$ cat src/rtl/dpi_stream_dispatcher.sv
// dpi_stream_dispatcher: maps packet flow keys to stream ids and sequences load_state/char/eop strobes for the matcher bank
module dpi_stream_dispatcher #(
  parameter int N_REGEX = 8,
  parameter int DEPTH = 64,
  parameter int LOAD_GAP = 2,
  parameter int EOP_LAT = 3,
  localparam int SID_W = $clog2(DEPTH)
) (
  input  logic               clk,
  input  logic               rst_n,
  input  logic [7:0]         in_data,
  input  logic               in_valid,
  output logic               in_ready,
  input  logic               in_sop,
  input  logic               in_eop,
  input  logic [31:0]        in_flow_key,
  input  logic [N_REGEX-1:0] in_enable,
  output logic [7:0]         char_in,
  output logic               char_in_vld,
  output logic [SID_W-1:0]   stream_id,
  output logic               new_stream_id,
  output logic               load_state,
  output logic               eop,
  output logic [N_REGEX-1:0] enable,
  output logic               busy,
  output logic [15:0]        pkt_count,
  output logic [15:0]        evict_count,
  output logic [15:0]        drop_count
);
  typedef enum logic [2:0] {IDLE, LOOKUP, LOAD, WAIT, STREAM, DRAIN, EOP} state_t;
  state_t state, nxt;
  logic [31:0] key_r;
  logic [N_REGEX-1:0] en_cap;
  logic [31:0] tkey [DEPTH];
  logic [DEPTH-1:0] tval;
  logic [SID_W-1:0] victim, hit_idx, free_idx, slot;
  logic hit, free;
  logic [7:0] cnt;
  logic sop_beat, eop_beat;
  assign sop_beat = state == IDLE && in_valid && in_sop;
  assign eop_beat = state == STREAM && in_valid && in_eop;
  assign load_state = state == LOAD;
  assign eop = state == EOP;
  assign busy = state != IDLE;
  assign in_ready = rst_n && (state == STREAM || (state == IDLE && !in_sop));
  // Descending scan so the lowest matching / lowest free index wins.
  always_comb begin
    hit = 1'b0;
    hit_idx = '0;
    free = 1'b0;
    free_idx = '0;
    for (int i = DEPTH - 1; i >= 0; i--) begin
      if (tval[i] && tkey[i] == key_r) begin
        hit = 1'b1;
        hit_idx = SID_W'(i);
      end
      if (!tval[i]) begin
        free = 1'b1;
        free_idx = SID_W'(i);
      end
    end
  end
  assign slot = hit ? hit_idx : (free ? free_idx : victim);
  always_ff @(posedge clk or negedge rst_n)
    if (!rst_n) state <= IDLE;
    else state <= nxt;
  // WAIT plus the first STREAM cycle (before the registered byte lands) form the LOAD_GAP idle cycles.
  always_comb begin
    nxt = state;
    case (state)
      IDLE:    nxt = sop_beat ? LOOKUP : IDLE;
      LOOKUP:  nxt = LOAD;
      LOAD:    nxt = WAIT;
      WAIT:    nxt = cnt == 8'(LOAD_GAP - 2) ? STREAM : WAIT;
      STREAM:  nxt = eop_beat ? DRAIN : STREAM;
      DRAIN:   nxt = cnt == 8'(EOP_LAT - 1) ? EOP : DRAIN;
      EOP:     nxt = IDLE;
      default: nxt = IDLE;
    endcase
  end
  always_ff @(posedge clk or negedge rst_n) begin
    if (!rst_n) begin
      key_r <= '0;
      en_cap <= '0;
      tval <= '0;
      victim <= '0;
      cnt <= '0;
      char_in <= '0;
      char_in_vld <= 1'b0;
      stream_id <= '0;
      new_stream_id <= 1'b0;
      enable <= '0;
      pkt_count <= '0;
      evict_count <= '0;
      drop_count <= '0;
    end else begin
      if (sop_beat) begin
        key_r <= in_flow_key;
        en_cap <= in_enable;
      end
      if (state == IDLE && in_valid && !in_sop) drop_count <= drop_count + 16'd1;
      if (state == LOOKUP) begin
        stream_id <= slot;
        new_stream_id <= !hit;
        enable <= en_cap;
        if (!hit) tval[slot] <= 1'b1;
        if (!hit && !free) begin
          evict_count <= evict_count + 16'd1;
          victim <= victim == SID_W'(DEPTH - 1) ? '0 : victim + 1'b1;
        end
      end
      char_in_vld <= state == STREAM && in_valid;
      if (state == STREAM && in_valid) char_in <= in_data;
      cnt <= (state == LOAD || eop_beat) ? '0 : (state == WAIT || state == DRAIN) ? cnt + 8'd1 : cnt;
      if (state == EOP) begin
        pkt_count <= pkt_count + 16'd1;
        stream_id <= '0;
        new_stream_id <= 1'b0;
        enable <= '0;
      end
    end
  end
  always_ff @(posedge clk)
    if (state == LOOKUP && !hit) tkey[slot] <= key_r;
endmodule

$ cat config.mk
export PLATFORM = sky130hd
export DESIGN_NAME = dpi_stream_dispatcher
export DESIGN_NICKNAME = d
export VERILOG_FILES = /design/src/rtl/dpi_stream_dispatcher.sv
export SDC_FILE = /design/constraint.sdc
export NUM_CORES = 2
export LEC_CHECK = 0
export CAP_MARGIN = 20
export CORE_MARGIN = 10
export CORE_UTILIZATION = 38
export DETAILED_ROUTE_END_ITERATION = 16
export GPL_TIMING_DRIVEN = 0
export PLACE_DENSITY = 0.56
export SYNTH_ARGS = -nofsm -noshare
export SYNTH_HDL_FRONTEND = slang
export SYNTH_SLANG_ARGS = --single-unit
export TNS_END_PERCENT = 30
$ cat constraint.sdc
create_clock -name clk -period 17.4 [get_ports clk]
set_clock_uncertainty 0.05 [all_clocks]
set_input_delay 4.35 -clock clk [delete_from_list [all_inputs] [get_ports clk]]
set_output_delay 4.35 -clock clk [all_outputs]
set_load 0.01 [all_outputs]
==> results.md <==
* Core area at about 270000 µm²
* First-pass GRT wire length at 584300 µm
* Initial Util at between 30% and 40%
* Share of layout cells above drive strength 1 at 11.97%
* Rows at 189
* Root Driver: clkbuf_16
* Die area at 287500 µm²
* Slowest stage delay, CP at between 500 and 600 ps
* Critical Path RT at 13000 ps
* Clock H-tree levels at 4
* Vias in the first global route at around 65k
* Horiz. Die Dim at approximately 540 µm
* NumNets Final at 7522
* Yosys top cell area share at 60.74%
* CP max FO at between 100 and 150
* Clock Path Buffers at 3
* Fin. max-slew vios at 0
* Worst Tran Pin Value at 1352 ps
* Port-buffer cells at 128
* Status: completed
* DRC violations left at 0
* Reg-to-reg slack, setup at 7780 ps
* HPWL Detailed at between 200000 and 300000 µm
* # clock sinks at 2241
* Post-route ant nets at 0
* Register share of total power at 32.8%
* Routed vias/inst at 6.250
* Vias at 70.03k
* Synthesis-stage register bit count at between 2k and 2.5k
* Post-synth top area cell: edfxtp_1
* Critical Path AT at 6320 ps
* Pleak at approximately 0.038 µW
* R2r startpoint: key_r[9]$_DFFE_PN0P_
* Design Area, Final at 117400 µm²
* Max cap viols at 0
* Number of synthesized flops with an enable pin at around 2k
* Ys Warns at 0
* Cts repair resizes at 0
* R2r endpoint: tkey[39][13]$_DFFE_PP_
* Post-CTS setup buffers at 0
* Comb pwr share at between 40 and 50%
* Layout area overhead at 15.96%
* Worst slew margin at 8.892%
* Setup violators final at 0
* Syn nets at 7057
* Worst setup SP type: input port
* Post-CTS Hold Fix Bufs at 0
* Worst-skew pair later-pin latency at 900 ps
* Final hold vios at 0
* Clock power share at 22.6%
* Seq/Total Area, Yosys at about 66%
* Cells after Synth at 6997
* Grt ovf at 0
* Power Dens Cells at roughly 190 nW/µm²
* Slowest cell on the critical path: clkdlybuf4s50_1
* Drt first-iter violations at 14.06k
* Switching power at 10180 µW
* Clock tree from TritonCTS: done
* RSZ-0062 raised after global routing: false
* Crit-path cells: buf_8, buf_16, and3_1, clkdlybuf4s50_1
* Die Span Y at 536.2 µm
* Pint at 12150 µW
* Period utilisation layout at 61.64%
* Worst setup EP type: output port
* Most common library cells after synthesis: edfxtp_1 (2048), xor2_1 (1282), xnor2_1 (808)
* Post-synth top flop: edfxtp_1
* R2R cell count at 22
* Fin crit period at about 11000 ps
* CTS Buf Count at 229
* Switching part of the total at 45.58%
* Final wirelength at 444100 µm
* Mean Syn Cell Area at 14.47 µm²
* HP Class: flop to flop
* Ys async rst share at 8.612%
* Maximum VDD drop at 0.1442 mV
* Setup total negative slack at 0 ps
* Clock Pin Slew Worst Setup and Hold Paths at 60 ps
* Initial antenna violation count at 52
* Mapped Area at 101200 µm²
* Routability cong. at 0.9680
* Worst Setup SP: rst_n
* Placed Area at 109900 µm²
* Pre-Repair DR Iteration Count at 7
* Max Clk Rate at around 0.093 GHz
* IO Count at 129
* Largest net degree at the start of global routing at around 120
* GRT Util Overall at 29.85%
* Synth top area cells: edfxtp_1 (61%), xor2_1 (11%), xnor2_1 (7.0%), dfrtp_1 (4.8%), nor4_1 (3.6%)
* Most instantiated library cell after synthesis: edfxtp_1
* Worst Setup EP: in_ready
* WL/cell at roughly 40 µm
* Worst setup path category: input port to output port
* Synth cell types at 73
==> power groups by stage <==
stage               sequential, µW  clock [µW]  combinational (µW)
finish                        7320        5040                9960
global route                  7300        5250                9900
CTS                           7300        5030                9560
detailed placement            7410           0                9520
global placement              9160           0                7400
floorplan                     7370           0                4210
==> registers in the layout, summed over array words and instances, names as in the netlist <==
| signal | flops |
|---|---|
| enable | 8 |
| char_in | 8 |
| pkt_count | 16 |
| stream_id | 6 |
| new_stream_id | 1 |
| cnt | 8 |
| victim | 6 |
| tval | 64 |
| tkey | 2048 |
| en_cap | 8 |
| state | 3 |
| char_in_vld | 1 |
| key_r | 32 |
| evict_count | 16 |
| drop_count | 16 |
==> stage by stage <==
step	util, %	total power (µW)	setup slack [ps]	hold WS, ps	cells
2_1_floorplan	-	11580	8415	426.9	6997
3_3_place_gp	40.34	16560	-206.3	413.4	10660
3_5_place_dp	41.45	16930	6608	411.8	10760
4_1_cts	44.28	21890	6594	424.3	11190
5_1_grt	44.28	22460	6502	435.2	11200
6_report	44.29	22330	6675	420.6	11210
==> cell usage in the layout, fill, tap and decap left out, types with 54 or more instances in the layout <==
| master | netlist | routed |
|---|---|---|
| clkbuf_1 | 21 | 62 |
| nor4_1 | 575 | 573 |
| nand3_1 | 134 | 134 |
| dfrtp_1 | 193 | 161 |
| buf_6 | 73 | 82 |
| nor2_1 | 163 | 103 |
| nor3_1 | 154 | 150 |
| xnor2_1 | 808 | 808 |
| xor2_1 | 1282 | 1282 |
| nand4b_1 | 65 | 65 |
| nand2_1 | 249 | 249 |
| o21ai_0 | 55 | 55 |
| nor2_4 | 0 | 60 |
| clkdlybuf4s50_1 | 0 | 127 |
| buf_4 | 130 | 134 |
| buf_16 | 0 | 54 |
| edfxtp_1 | 2048 | 2048 |
| clkinv_2 | 0 | 60 |
| nand4_1 | 420 | 420 |
| clkbuf_16 | 0 | 235 |
| nand2b_1 | 55 | 55 |
==> kinds of logic (layout without fill, tap and decap cells) <==
kind of cell / count (synthesis) / in the layout / synth area share [%]
DFF: 2241 / 2241 / 65.51
xor gates and xnor gates: 2090 / 2090 / 18.08
and+or+nand+nor: 2023 / 2023 / 11.55
buffers and inverters: 321 / 985 / 2.464
AOI/OAI and AO/OA: 271 / 271 / 1.823
muxes: 44 / 44 / 0.4894
adders and majority gates: 7 / 7 / 0.08650
other: 0 / 11 / 0
==> cell type report <==
| type | instances | area (µm²) |
|---|---|---|
| Timing Repair Buffer | 234 | 3545 |
| Buffer | 275 | 2330 |
| Clock buffer | 295 | 6266 |
| Clock inverter | 135 | 1222 |
| Multi-Input combinational cell | 4435 | 32980 |
| Sequential cell | 2241 | 66450 |
| Antenna cell | 11 | 27.53 |
| Inverter | 46 | 172.7 |
| Fill cell | 23500 | 147700 |
| Tap cell | 3533 | 4420 |
==> critical path: cells and delay by family <==
family | cells | cell delay (ps)
simple gates | 1 | 250
buf+inv | 3 | 1570
==> metal layers <==
metal / part of all wire (%) / global-route usage (%) / vias to the layer above
met2: 43 / 44.73 / 5662
met1: 37 / 40.17 / 35900
met5: 0.0068 / 0 / -
li1: - / - / 27270
met3: 13 / 6.902 / 1197
met4: 6.9 / 16.18 / 4
==> how the worst min path moves through the flow <==
stage               slack, ps                       start  depth (start not counted)                         end
CTS                       420   pkt_count[15]$_DFFE_PN0P_                          1   pkt_count[15]$_DFFE_PN0P_
floorplan                 430        tval[16]$_DFFE_PN0P_                          1        tval[16]$_DFFE_PN0P_
global placement          410  drop_count[15]$_DFFE_PN0P_                          1  drop_count[15]$_DFFE_PN0P_
global route              440   pkt_count[15]$_DFFE_PN0P_                          1   pkt_count[15]$_DFFE_PN0P_
detailed placement        410   pkt_count[15]$_DFFE_PN0P_                          1   pkt_count[15]$_DFFE_PN0P_
finish                    420  drop_count[15]$_DFFE_PN0P_                          1  drop_count[15]$_DFFE_PN0P_
Note: power is estimated with default switching activity, not from simulation.
